<file path="src/rtl/mdu_iter.sv">
// Iterative multiply/divide unit with HI/LO registers, programmable multiply latency,
// a fixed-latency radix-2 restoring divider and MADD/MSUB accumulate modes.
module mdu_iter #(
  parameter int unsigned WIDTH   = 32,
  parameter int unsigned MUL_LAT = 5
) (
  input  logic             Clk,
  input  logic             Reset,
  input  logic [WIDTH-1:0] A1,
  input  logic [WIDTH-1:0] A2,
  input  logic [3:0]       MDOp,
  input  logic [1:0]       MTOp,
  input  logic             start,
  output logic             busy,
  output logic             done,
  output logic [WIDTH-1:0] Hi,
  output logic [WIDTH-1:0] Lo
);

  // Counter must hold both WIDTH-1 and MUL_LAT-1 (at most 14).
  localparam int unsigned CntW = (WIDTH > 16) ? $clog2(WIDTH) : 4;

  typedef enum logic [1:0] {StIdle, StMul, StDiv, StFix} state_e;

  state_e           state_q, state_d;
  logic [CntW-1:0]  cnt_q, cnt_d;
  logic [3:0]       op_q, op_d;
  logic [WIDTH-1:0] opa_q, opa_d, opb_q, opb_d, rem_q, rem_d, hi_q, hi_d, lo_q, lo_d;
  logic             qneg_q, qneg_d, rneg_q, rneg_d, done_q, done_d;

  logic               op_valid, op_div, div_signed, mul_signed, rem_ge;
  logic [WIDTH-1:0]   abs_a, abs_b, rem_sub;
  logic [WIDTH:0]     rem_sh;
  logic [2*WIDTH-1:0] ext_a, ext_b, prod, hilo;

  assign op_valid   = (MDOp >= 4'd1) && (MDOp <= 4'd8);
  assign op_div     = (MDOp == 4'd3) || (MDOp == 4'd4);
  assign div_signed = (MDOp == 4'd3);
  assign abs_a      = (div_signed && A1[WIDTH-1]) ? -A1 : A1;
  assign abs_b      = (div_signed && A2[WIDTH-1]) ? -A2 : A2;

  assign mul_signed = (op_q == 4'd1) || (op_q == 4'd5) || (op_q == 4'd7);
  assign ext_a = mul_signed ? {{WIDTH{opa_q[WIDTH-1]}}, opa_q} : {{WIDTH{1'b0}}, opa_q};
  assign ext_b = mul_signed ? {{WIDTH{opb_q[WIDTH-1]}}, opb_q} : {{WIDTH{1'b0}}, opb_q};
  assign prod  = ext_a * ext_b;
  assign hilo  = {hi_q, lo_q};

  // opa_q doubles as the dividend/quotient shift register during division.
  assign rem_sh  = {rem_q, opa_q[WIDTH-1]};
  assign rem_ge  = rem_sh >= {1'b0, opb_q};
  assign rem_sub = rem_sh[WIDTH-1:0] - opb_q;

  always_comb begin
    state_d = state_q;
    cnt_d   = cnt_q;
    op_d    = op_q;
    opa_d   = opa_q;
    opb_d   = opb_q;
    rem_d   = rem_q;
    hi_d    = hi_q;
    lo_d    = lo_q;
    qneg_d  = qneg_q;
    rneg_d  = rneg_q;
    done_d  = 1'b0;
    case (state_q)
      StIdle: begin
        if (start && op_valid) begin
          op_d = MDOp;
          if (op_div) begin
            opa_d   = abs_a;
            opb_d   = abs_b;
            rem_d   = '0;
            qneg_d  = div_signed && (A1[WIDTH-1] ^ A2[WIDTH-1]);
            rneg_d  = div_signed && A1[WIDTH-1];
            cnt_d   = CntW'(WIDTH - 1);
            state_d = StDiv;
          end else begin
            opa_d   = A1;
            opb_d   = A2;
            cnt_d   = CntW'(MUL_LAT - 1);
            state_d = StMul;
          end
        end else if (!start) begin
          if (MTOp == 2'd1) hi_d = A1;
          if (MTOp == 2'd2) lo_d = A1;
        end
      end
      StMul: begin
        if (cnt_q == '0) begin
          case (op_q)
            4'd5, 4'd6: {hi_d, lo_d} = hilo + prod;
            4'd7, 4'd8: {hi_d, lo_d} = hilo - prod;
            default:    {hi_d, lo_d} = prod;
          endcase
          done_d  = 1'b1;
          state_d = StIdle;
        end else begin
          cnt_d = cnt_q - CntW'(1);
        end
      end
      StDiv: begin
        rem_d = rem_ge ? rem_sub : rem_sh[WIDTH-1:0];
        opa_d = {opa_q[WIDTH-2:0], rem_ge};
        if (cnt_q == '0) state_d = StFix;
        else             cnt_d   = cnt_q - CntW'(1);
      end
      StFix: begin
        // Divide by zero keeps HI/LO but still completes with done.
        if (opb_q != '0) begin
          lo_d = qneg_q ? -opa_q : opa_q;
          hi_d = rneg_q ? -rem_q : rem_q;
        end
        done_d  = 1'b1;
        state_d = StIdle;
      end
      default: state_d = StIdle;
    endcase
  end

  always_ff @(posedge Clk) begin
    if (Reset) begin
      state_q <= StIdle;
      cnt_q   <= '0;
      op_q    <= '0;
      opa_q   <= '0;
      opb_q   <= '0;
      rem_q   <= '0;
      hi_q    <= '0;
      lo_q    <= '0;
      qneg_q  <= 1'b0;
      rneg_q  <= 1'b0;
      done_q  <= 1'b0;
    end else begin
      state_q <= state_d;
      cnt_q   <= cnt_d;
      op_q    <= op_d;
      opa_q   <= opa_d;
      opb_q   <= opb_d;
      rem_q   <= rem_d;
      hi_q    <= hi_d;
      lo_q    <= lo_d;
      qneg_q  <= qneg_d;
      rneg_q  <= rneg_d;
      done_q  <= done_d;
    end
  end

  assign busy = (state_q != StIdle);
  assign done = done_q;
  assign Hi   = hi_q;
  assign Lo   = lo_q;

endmodule

</file>
<file path="config.mk">
export PLATFORM = sky130hd
export DESIGN_NAME = mdu_iter
export DESIGN_NICKNAME = d
export VERILOG_FILES = /design/src/rtl/mdu_iter.sv
export SDC_FILE = /design/constraint.sdc
export NUM_CORES = 2
export LEC_CHECK = 0
export ABC_AREA = 1
export BUFFER_PORTS_ARGS = -buffer_cell sky130_fd_sc_hd__buf_2
export CAP_MARGIN = 30
export CORE_MARGIN = 10
export CORE_UTILIZATION = 55
export CTS_BUF_LIST = sky130_fd_sc_hd__clkbuf_4 sky130_fd_sc_hd__clkbuf_8
export DETAILED_ROUTE_END_ITERATION = 12
export HOLD_SLACK_MARGIN = 0.03
export PLACE_DENSITY = 0.71
export SYNTH_ARGS = -nofsm -noshare
export SYNTH_HDL_FRONTEND = slang
export SYNTH_SLANG_ARGS = --single-unit
</file>
<file path="constraint.sdc">
create_clock -name Clk -period 17.4 [get_ports Clk]
set_input_delay 5.22 -clock Clk [delete_from_list [all_inputs] [get_ports Clk]]
set_output_delay 5.22 -clock Clk [all_outputs]
set_load 0.1 [all_outputs]
</file>
==> run_results.csv <==
group,metric,value,unit
status,status,"complete, no violations",
critical_path,cp.required,17.93,ns
power_and_ir_drop,power.density,145,mW/mm²
cts,cts_tree,"built",
cells_and_area,final_cells,11400,
cells_and_area,multi_input_area,0.0565,mm²
timing,timing.fmax,73.2,MHz
yosys,synth-compound-area-share,0.109,
floorplanning,die_w,381,µm
critical_path,cp-end-kind,"register",
drt,detail_route.first_pass.iterations,7,
timing,max_slew_margin,0.275,
yosys,syn_area_per_cell,7.31,µm²
cells_and_area,n_fill_cell,12500,
run,cap_violations,0,
floorplanning,core_area,0.129,mm²
place,hpwl,234000,µm
cts,cts.sinks,174,
power_and_ir_drop,ir_drop,0.136,mV
yosys,synth_top_family_by_area,"adder cells",
yosys,yosysWarnings,0,
global_routing,global_route.usage.total,0.384,
cts,clk_pin_slew_worst_paths,0.13,ns
cells_and_area,seq_area,0.00350,mm²
critical_path,critPathArrivalTime,14.19,ns
yosys,synth_edf_count,0,
drt,wl_per_cell,24.5,µm
cts,numCtsBuffers,17,
floorplanning,start_util,0.554,
hold_path,hold_path_depth,2,
place,placedInstanceArea,0.0738,mm²
yosys,async_reset_ff_frac,0,
cells_and_area,area_growth,3.60,%
hold_path,hold_class,"register to register",
cts,cts_resized,0,
yosys,syn_area,0.0717,mm²
critical_path,cp_common_cell,"fa_1",
timing,timing.final.crit_period,13.66,ns
floorplanning,dieArea,0.145,mm²
yosys,synth_fa_ha_area_frac,0.482,
timing,skew,0.0250,ns
cells_and_area,drive_above_1_share,0.0476,
critical_path,slowest_stage,"clkinv_1",
yosys,muxShareOfSynthArea,0,
floorplanning,ios,139,
timing,fin_setup_tns,0,ns
global_routing,grt_antenna_before_repair,13,
timing,rsz0062_at_grt,"no",
power_and_ir_drop,p_leak,0.0408,µW
yosys,synth_cell_types,76,
place,gp_congestion,1.13,
timing,setup_slack,3.74,ns
critical_path,worst_path_largest_cell_delay,0.65,ns
place,dp.cells,11400,
drt,ant_nets,0,
cells_and_area,layout_common_cells,"inv_1, nand2_1, fa_1",
critical_path,rr_worst_depth,46,
cells_and_area,stdcell_area,0.0743,mm²
cts,clockBufferDepth,2,
critical_path,crit_path_start_kind,"register",
place,place_ws,4.09,ns
timing,fin_crit_sh,0.785,
yosys,synth-simple-area-share,0.179,
floorplanning,num_rows,132,
cts,cts-root-buf,"clkbuf_8",
floorplanning,die_y,381,µm
cells_and_area,final_common_cell,"inv_1",
cts,post_cts_buffers,0,
yosys,syn_nets,11800,
cts,clock_latency,0.60,ns
drt,routed_wl,280000,µm
timing,hold_viol,0,
drt,drtIter0Drc,7831,
yosys,synth_seq_cells,174,
critical_path,crit_fanout,12,
yosys,ys_seq_area_frac,0.0486,
drt,route.detailed.drc,0,
global_routing,grt_max_degree,79,
global_routing,grt.overflow.total,0,
yosys,ys.flop_type,"dfxtp_1",
yosys,synth_cells,9808,
place,io_buffers,138,
global_routing,grt_pass1_vias,67400,
critical_path,critPathKind,"register to register",
drt,routed-via-count,65500,
cells_and_area,num-nets-final,11600,
cts,htreeDepth,4,
yosys,synth-xor-area-share,0.0173,
drt,vias_per_cell,5.74,
cts,hold_buffers,0,
timing,drv_slew,0,
timing,setup_violations,0,
global_routing,grt_first_pass_wirelength,421000,µm
timing,worstMarginPinSlew,1.09,ns
## cell type report
cell class                 count  area share
tap                         1742      0.0293
timing repair buffer         249      0.0208
clock inverter                13     0.00226
multi-input combinational   6519       0.760
antenna                        5    0.000168
sequential                   174      0.0471
inverter                    2701       0.137
clock buffer                  19     0.00352
## logic make-up (layout without fill, tap and decap cells)
| family | Yosys count | after routing |
|---|---|---|
| other | 0 | 5 |
| AOI/OAI and AO/OA | 1352 | 1352 |
| buffers and inverters | 3115 | 2982 |
| and+or+nand+nor | 3123 | 3123 |
| xor gates and xnor gates | 140 | 140 |
| adders and majority gates | 1904 | 1904 |
| DFF | 174 | 174 |
## critical path, delay by kind of cell, from the launching register on
kind	cells	cell delay [ns]
buffers and inverters	10	1.48
adder cells (fa/ha/maj)	12	5.89
XOR/XNOR	1	0.52
AND/OR/NAND/NOR	19	4.06
flip-flops	1	0.54
AO/OA/AOI/OAI	4	1.10
## synthesized netlist by cell type, types with 6 or more instances
cell type / count / area, µm²
a21oi_2: 10 / 87.6
nor2_1: 652 / 2450
a21oi_1: 553 / 2770
xor2_1: 97 / 850
clkbuf_1: 295 / 1110
o211ai_1: 77 / 578
a31oi_1: 61 / 382
nand2_1: 1939 / 7280
nand3b_1: 12 / 90.1
a211oi_1: 12 / 90.1
fa_1: 1425 / 28500
inv_1: 2676 / 10000
nand2_2: 22 / 138
buf_2: 44 / 220
a311oi_1: 6 / 52.6
a21o_1: 47 / 353
o21a_1: 15 / 113
buf_1: 60 / 225
nor2_2: 8 / 50.1
inv_2: 18 / 67.6
ha_1: 479 / 5990
clkbuf_2: 8 / 40.0
o21ai_2: 12 / 105
a21boi_0: 15 / 113
o21bai_1: 36 / 270
nor3_2: 12 / 120
or2_2: 32 / 200
clkinv_1: 6 / 22.5
nand3_1: 243 / 1220
xnor2_1: 41 / 359
nor3_1: 102 / 510
o21ai_1: 29 / 145
o221ai_1: 25 / 219
nor4_1: 32 / 200
a221oi_1: 16 / 140
nand4_1: 27 / 169
nor2_4: 8 / 90.1
dfxtp_1: 174 / 3480
o21ai_0: 400 / 2000
## per-stage QoR
stage | power, µW | util | hold WS, ns
6_report | 10800 | 0.574 | 0.489
2_1_floorplan | 6680 | - | 0.478
4_1_cts | 10400 | 0.573 | 0.489
5_1_grt | 11500 | 0.573 | 0.528
3_5_place_dp | 10000 | 0.570 | 0.473
3_3_place_gp | 9990 | 0.570 | 0.463
## metal layers
layer	global-route usage	share of wire
met3	0.0917	0.11
met5	0	0.00029
met1	0.487	0.38
met4	0.209	0.067
met2	0.603	0.44
## flip-flops by register name, indices dropped and copies added (netlist names)
signal and flops:
Hi 32, Lo 32, opa_q 32, opb_q 32, rem_q 32, cnt_q 5, op_q 4, state_q 2
done 1, qneg_q 1, rneg_q 1
## path summary, 6_finish.rpt
check / startpoint / end / slack, ns
max: op_q[1] / Hi[31] / 3.74
min: opa_q[25] / opa_q[25] / 0.49
max reg2reg: op_q[1] / Hi[31] / 3.74
min reg2reg: opa_q[25] / opa_q[25] / 0.49
## power breakdown
part / total, µW / switching, µW / internal (µW) / leakage (µW)
sequential: 744 / 235 / 510 / 0.00143
combinational: 9650 / 7180 / 2460 / 0.0392
clock: 363 / 222 / 141 / 0.000220
No activity file was read; power rests on OpenSTA's default activity.
